--- src/rtl/updown_pkg.sv ---
// updown_pkg: shared types and defaults for the step/direction generator
// and its counter-side companions.
//   state_t  : generator FSM states
//   DEF_*    : default position width and inter-step gap
//   cnt_w()  : gap counter width, never below one bit
package updown_pkg;

  localparam int DEF_WIDTH = 3;
  localparam int DEF_GAP   = 2;

  // S_ prefix keeps the literals clear of the GAP parameter name.
  typedef enum logic [1:0] {
    S_IDLE = 2'd0,
    S_STEP = 2'd1,
    S_GAP  = 2'd2,
    S_DONE = 2'd3
  } state_t;

  function automatic int cnt_w(input int gap);
    int w;
    w = $clog2(gap + 1);
    return (w < 1) ? 1 : w;
  endfunction

endpackage

--- src/rtl/updown_dir_sel.sv ---
// updown_dir_sel: combinational shortest-path direction picker on a
// modulo-2^WIDTH ring.
//   pos       in  : current position
//   target    in  : destination
//   at_target out : (target - pos) mod 2^WIDTH == 0
//   go_up     out : 1 when the upward distance is no longer than the
//                   downward one (the half-circle tie goes up)
module updown_dir_sel
  import updown_pkg::*;
#(
  parameter int WIDTH = DEF_WIDTH
) (
  input  logic [WIDTH-1:0] pos,
  input  logic [WIDTH-1:0] target,
  output logic             at_target,
  output logic             go_up
);

  logic [WIDTH-1:0] dist_up;
  logic [WIDTH-1:0] dist_dn;

  // WIDTH-bit subtraction gives the modular distance for free.
  assign dist_up   = target - pos;
  assign dist_dn   = pos - target;
  assign at_target = (dist_up == '0);
  assign go_up     = (dist_up <= dist_dn);

endmodule

--- src/rtl/updown_step_gen.sv ---
// updown_step_gen: drives a synchronous up/down counter by issuing
// one-cycle step strobes with a direction level until the mirrored
// position reaches a requested target, taking the shorter way round.
//   clk    in  : rising-edge clock
//   reset  in  : synchronous, active-low reset
//   load   in  : preset request, honoured only when not busy
//   d_in   in  : preset value
//   start  in  : move request, honoured only when not busy
//   target in  : destination, captured with an accepted start
//   step   out : one-cycle count strobe for the downstream counter
//   mode   out : direction while step is high (1=up, 0=down)
//   pos    out : mirrored counter position
//   busy   out : move in progress
//   done   out : one-cycle move-complete pulse
module updown_step_gen
  import updown_pkg::*;
#(
  parameter int WIDTH = DEF_WIDTH,
  parameter int GAP   = DEF_GAP
) (
  input  logic             clk,
  input  logic             reset,
  input  logic             load,
  input  logic [WIDTH-1:0] d_in,
  input  logic             start,
  input  logic [WIDTH-1:0] target,
  output logic             step,
  output logic             mode,
  output logic [WIDTH-1:0] pos,
  output logic             busy,
  output logic             done
);

  localparam int CW = cnt_w(GAP);
  // Entering GAP preloads GAP-1 so the state lasts exactly GAP cycles.
  localparam logic [CW-1:0] GAP_LOAD = (GAP > 0) ? CW'(GAP - 1) : '0;

  state_t           state;
  logic [WIDTH-1:0] target_q;
  logic [CW-1:0]    gap_cnt;
  logic [WIDTH-1:0] pos_nxt;
  logic             at_target;
  logic             go_up;

  // Direction is decided against the live target input, since the
  // decision is taken in the same cycle the target is captured.
  updown_dir_sel #(
    .WIDTH (WIDTH)
  ) u_dir_sel (
    .pos       (pos),
    .target    (target),
    .at_target (at_target),
    .go_up     (go_up)
  );

  assign pos_nxt = mode ? (pos + WIDTH'(1)) : (pos - WIDTH'(1));

  always_ff @(posedge clk) begin
    if (!reset) begin
      state    <= S_IDLE;
      pos      <= '0;
      target_q <= '0;
      gap_cnt  <= '0;
      step     <= 1'b0;
      mode     <= 1'b0;
      busy     <= 1'b0;
      done     <= 1'b0;
    end else begin
      // Strobes default low; each branch raises them for one cycle.
      step <= 1'b0;
      done <= 1'b0;
      case (state)
        S_IDLE, S_DONE: begin
          state <= S_IDLE;
          busy  <= 1'b0;
          if (load) begin
            // Preset wins; a simultaneous start is dropped.
            pos <= d_in;
          end else if (start) begin
            target_q <= target;
            if (at_target) begin
              state <= S_DONE;
              done  <= 1'b1;
            end else begin
              state <= S_STEP;
              step  <= 1'b1;
              busy  <= 1'b1;
              mode  <= go_up;
            end
          end
        end
        S_STEP: begin
          // pos moves on the edge that closes the strobe, matching the
          // edge where the downstream counter samples step.
          pos <= pos_nxt;
          if (pos_nxt == target_q) begin
            state <= S_DONE;
            done  <= 1'b1;
            busy  <= 1'b0;
          end else if (GAP == 0) begin
            state <= S_STEP;
            step  <= 1'b1;
          end else begin
            state   <= S_GAP;
            gap_cnt <= GAP_LOAD;
          end
        end
        S_GAP: begin
          if (gap_cnt == '0) begin
            state <= S_STEP;
            step  <= 1'b1;
          end else begin
            gap_cnt <= gap_cnt - CW'(1);
          end
        end
        default: begin
          state <= S_IDLE;
          busy  <= 1'b0;
        end
      endcase
    end
  end

endmodule

--- config.mk ---
export PLATFORM = sky130hd
export DESIGN_NAME = updown_step_gen
export DESIGN_NICKNAME = d
export VERILOG_FILES = /design/src/rtl/updown_pkg.sv /design/src/rtl/updown_dir_sel.sv /design/src/rtl/updown_step_gen.sv
export SDC_FILE = /design/constraint.sdc
export NUM_CORES = 1
export LEC_CHECK = 0
export CORE_MARGIN = 3
export CORE_UTILIZATION = 38
export CTS_BUF_LIST = sky130_fd_sc_hd__clkbuf_2
export DETAILED_ROUTE_END_ITERATION = 12
export PLACE_DENSITY = 0.64
export SLEW_MARGIN = 15
export SYNTH_ARGS = -nofsm -noshare
export SYNTH_HDL_FRONTEND = slang
export SYNTH_SLANG_ARGS = --single-unit
--- constraint.sdc ---
create_clock -name clk -period 5.23 [get_ports clk]
set_input_delay 1.046 -clock clk [delete_from_list [all_inputs] [get_ports clk]]
set_output_delay 1.046 -clock clk [all_outputs]
set_load 0.02 [all_outputs]
# ---- Yosys cells after proc, flatten, opt, wreduce, memory -nomap -nowiden
# Cells that the tools add are included.
dict set report totals {
  in_bits 10
  mem_bits_ro 0
  memories 0
  out_inout_bits 7
  register_bits 14
  wordCells 60
  ramBits 0
  latchBits 0
}
dict set report op_classes {
  multipliers 0
  magnitude_cmp 1
  n_addsub 5
  reduce_logical 11
  eq_ne 9
  shift 0
  n_div 0
  n_mux 24
  n_bitwise 2
}
# operator n
set op_table {}
lappend op_table {{2-bit 2-to-1 mux} 6}
lappend op_table {{1-bit 2-to-1 mux} 10}
lappend op_table {{2-bit inequality test, second input constant} 5}
lappend op_table {{3-bit 2-to-1 mux} 2}
lappend op_table {{1-bit one-hot mux with 2 select lines} 3}
lappend op_table {{2-bit one-hot mux with 3 select lines} 1}
lappend op_table {{3-bit one-hot mux with 2 select lines} 1}
lappend op_table {{3-bit AND reduction} 2}
lappend op_table {{3-bit subtractor} 2}
lappend op_table {{2-bit == test, second input constant} 2}
lappend op_table {{2-bit zero test} 2}
lappend op_table {{2-bit one-hot mux with 2 select lines} 1}
lappend op_table {{2-bit AND reduction} 2}
lappend op_table {{4-bit AND reduction} 1}
lappend op_table {{2-bit nonzero test} 2}
lappend op_table {{3-bit by 1-bit adder with 3-bit output, second input constant} 1}
lappend op_table {{3-bit == test} 1}
lappend op_table {{3-bit less-or-equal comparator} 1}
lappend op_table {{3-bit zero test} 1}
lappend op_table {{3-bit by 1-bit subtractor with 3-bit output, second input constant} 1}
lappend op_table {{2-bit by 1-bit == test with 1-bit output, second input constant} 1}
lappend op_table {{1-bit inverter} 2}
lappend op_table {{2-bit OR reduction} 1}
lappend op_table {{2-bit by 1-bit subtractor with 2-bit output, second input constant} 1}

# ---- Longest topological paths before layout
# Gate-level depths: netlist of the first run.
dict set report logic_depth {
  word_depth 6
  depth_mapped 9
  depth_no_buf 9
}

# ---- Cells and area by module
# From an unflattened synthesis of the first run, not the netlist that was laid out.
dict set report unflattened {
  hier_cells 104
  area_unflattened_um2 952.2
}
# mod cells_each n_inst area_per_inst_um2 seq_area_each_um2
set by_module_without_submodules {}
lappend by_module_without_submodules {updown_step_gen 85 1 769.5 280.3}
lappend by_module_without_submodules {updown_dir_sel 19 1 182.7 0.0}

# ---- Worst setup path after synthesis of the first run
# Ideal clock, no wire load.
dict set report synth_path {
  kind {input to register}
  start {input target[0]}
  end {register mode}
  path_stages 9
  path_slack_ns 2.645
  required_ns 5.144
  arrival_ns 2.499
  n_path_buf 0
  setup_ns 0.086
  path_cell_list {inv_1 -> ha_1 -> inv_1 -> fa_1 -> xnor3_1 -> ha_1 -> a21oi_1 -> a211oi_1 -> a211oi_1}
}
dict set report synth_between {
  elab_chain_len 4
  elab_cells_between_ends 6
  cone_classes {add/sub: 2; order compare: 1; bitwise: 1; reduce/logical: 2}
}
# item line
set synth_lines {}
lappend synth_lines {{from (decl)} updown_step_gen.sv:26} ;# input logic [WIDTH-1:0] target,
lappend synth_lines {{3-bit subtractor} updown_dir_sel.sv:23} ;# assign dist_up = target - pos;
lappend synth_lines {{3-bit zero test} updown_dir_sel.sv:25} ;# assign at_target = (dist_up == '0);
lappend synth_lines {{1-bit inverter (no line)} n/a}
lappend synth_lines {{4-bit AND reduction (no line)} n/a}
lappend synth_lines {{to (signal assigned)} updown_step_gen.sv:88} ;# mode <= go_up;
lappend synth_lines {{to (decl)} updown_step_gen.sv:28} ;# output logic mode,
# Parallel ways exist; a longest one is shown, timed or not.
# A chain may end at the register's enable or synchronous reset.

# ---- Final worst setup path of the first run
# Ends and elaborated chain as after synthesis.

==> metrics.md, run 1 <==
| Metric | Value |
|---|---|
| F_max | 339.8 MHz |
| Final Hold Vio Count | 0 |
| Routed Antenna Nets | 0 |
| Avg Inst Size Synth | 8.758 um2 |
| I/O pin count | 17 |
| Via density | 5.081 |
| Most frequent cells in the layout | 16 x clkdlybuf4s50_1, 14 x inv_1, 14 x dfxtp_1 |
| Reg2Reg Depth | 8 |
| Synthesized flop and latch total | 14 |
| Vias in the first global route | 646 |
| ANT cells | 0 |
| Fin crit share | 56.27% |
| Post-CTS Resized | 0 |
| CTS root buffer | clkbuf_2 |
| Mapped Cells | 104 |
| VDD IR-drop max | 155.1 uV |
| Drt pass-1 iters | 4 |
| Syn Nets | 124 |
| Relative slew slack | 62.87% |
| CP startpoint kind | primary input |
| Fill count | 236 |
| Post-synth EDFFs | 0 |
| Synth unique cells | 36 |
| Starting Density | 40.78% |
| Layout area overhead | 21.84% |
| Final number of setup-violating endpoints | 0 |
| Site Rows | 17 |
| Core area | 2233 um2 |
| Die H | 54.96 um |
| Met2 wire len | 900 um |
| Max Cap Viol | 0 |
| Cell Area, Synth | 910.9 um2 |
| Crit path max fanout | 3 |
| Top layer in use | met4 |
| Crit Path Class | primary input to flop |
| H-tree Lvls | 1 |
| Worst-Skew Late Latency | 0.28 ns |
| Largest net degree at the start of global routing | 12 |
| DR vias | 757 |
| Buffers added on ports | 16 |
| RSZ-0062 raised after global routing | false |
| Post-synth ARST share | 0% |
| First-pass GRT wire length | 3015 um |
| Clk_skew | 0.005804 ns |
| Power density over the cells | 231.3 nW/um2 |
| Antenna violations before repair | 0 |
| Worst-path clk slew | 0.15 ns |
| DRC errors left | 0 |
| Final worst-path setup slack | 2.287 ns |
| Grt ovf | 0 |
| Initial DRC Count | 11 |
| WP data required | 5.44 ns |
| CTS Buffer Depth | 2 |
| LEAKAGE | 0.0004428 uW |
| Seq/Total Area, Yosys | 30.77% |
| Period minus WS final | 2.943 ns |
| WL/cell | 12.70 um |
| DR WL met3 | 52 um |
| DIE AREA | 3021 um2 |
| CTS tree | done |
| HPWL Detailed | 1518 um |
| Crit end category | flop |
| Nets | 142 |
| Top FF cell, synth | dfxtp_1 |
| Num CTS Buffers | 3 |
| Final Max Tran Viols | 0 |
| Met1 wire length | 913 um |
| Share of cells above drive strength 1 | 3.306% |
| Status | finished clean |
| Util after Layout | 49.69% |
| Commonest non-fill, non-tap cell in the layout | clkdlybuf4s50_1 |
| Worst hold stages | 2 |
| GP Congestion | 0.8215 |
| Clk sinks | 14 |
| Die X | 54.96 um |
| Tightest Pin Transition | 0.5414 ns |
| Hold Crit Class | flop to flop |
| Synth Warn # | 0 |
| Worst endpoint data arrival time | 3.15 ns |
| GRT Util Overall | 14.05% |
| Setup TNS | 0 ns |
| Pre-CTS setup slack | 1.992 ns |
| Routed wire length | 1893 um |
| Cts hold-fix bufs | 0 |
| Post-CTS Setup Repair Bufs | 0 |
-- worst max-delay path, cell delays in order --
cell and delay (ns):
clkdlybuf4s50_1 0.45, inv_1 0.08, ha_1 0.14, inv_1 0.05
fa_1 0.38, xnor3_1 0.25, ha_1 0.33, a21oi_1 0.15
a211oi_1 0.06, a211oi_1 0.22
-- sequential cells by signal (all words and copies together), names as in the netlist --
name / count
mode: 1
gap_cnt: 2
done: 1
busy: 1
target_q: 3
step: 1
pos: 3
state: 2
-- worst paths after layout --
path	startpoint	to	slack (ns)
hold reg to reg	target_q[2]	target_q[2]	0.48
hold / removal	target_q[2]	target_q[2]	0.48
setup / recovery	target[0]	mode	2.29
setup reg to reg	pos[0]	mode	3.13
-- kinds of logic after synthesis --
| group | share of synthesized area [%] |
|---|---|
| and+or+nand+nor | 14.97 |
| muxes | 2.198 |
| xor gates and xnor gates | 9.203 |
| buffers and inverters | 7.830 |
| AOI/OAI and AO/OA | 18.82 |
| DFF | 30.77 |
| adders and majority gates | 16.21 |
-- report_power, final --
part	switching [uW]	internal (uW)	total [uW]
clock	37.6	16.6	54.2
combinational	43.6	40.4	83.9
sequential	5.60	113	119
total	86.8	170	257
-- synthesized netlist by cell type, types with 2 or more instances --
cell type	number	area, um2
a211oi_1	3	22.52
a21oi_1	6	30.03
a31oi_1	2	12.51
clkbuf_1	2	7.510
dfxtp_1	14	280.3
fa_1	3	60.06
ha_1	7	87.58
inv_1	14	52.55
mux2i_1	2	20.02
nand2_1	9	33.78
nand2b_1	3	18.77
nor2_1	4	15.01
nor2b_1	2	12.51
nor3_1	3	15.01
o21ai_0	4	20.02
xnor2_1	4	35.03
xor2_1	3	26.28
-- through the flow --
stage | instances | hold slack [ns] | cell area [um2] | total power (uW)
after floorplan | 104 | 0.4481 | 910.9 | 177.4
after global placement | 145 | 0.4580 | 1091 | 204.0
after detailed placement | 145 | 0.4641 | 1091 | 205.2
after CTS | 149 | 0.4835 | 1110 | 258.0
after global routing | 149 | 0.5022 | 1110 | 272.2
final | 149 | 0.4803 | 1110 | 256.7
-- metal layers --
metal	GRT usage, %	vias to the layer above
li1	-	389
met5	0	-
met1	18.91	351
met4	4.858	0
met2	22.44	12
met3	2.681	5
-- area by class of cell --
| type | count | area [um2] | area share (%) |
|---|---|---|---|
| clock buffer | 3 | 15.01 | 1.353 |
| clock inverter | 1 | 3.754 | 0.3382 |
| multi-input combinational | 72 | 559.3 | 50.39 |
| tap | 28 | 35.03 | 3.157 |
| inverter | 15 | 56.30 | 5.073 |
| timing repair buffer | 16 | 160.2 | 14.43 |
| sequential | 14 | 280.3 | 25.25 |
Note: power is estimated with default switching activity, not from simulation.
==> inputs of run 2 (changes only) <==
- clock period: 5.23 -> 3 ns (I/O delays scaled with it)
==> results of run 2 <==
Same layout as run 1 (identical final DEF). Status: finished clean.
Among the figures that moved: setup slack after placement 1.992 ns -> 0.2082 ns; setup slack after layout 2.287 ns -> 0.5032 ns; register-to-register setup slack 3.13 ns -> 0.90 ns; total power 256.7 uW -> 447.5 uW; worst IR drop on VDD 155.1 uV -> 270.4 uV
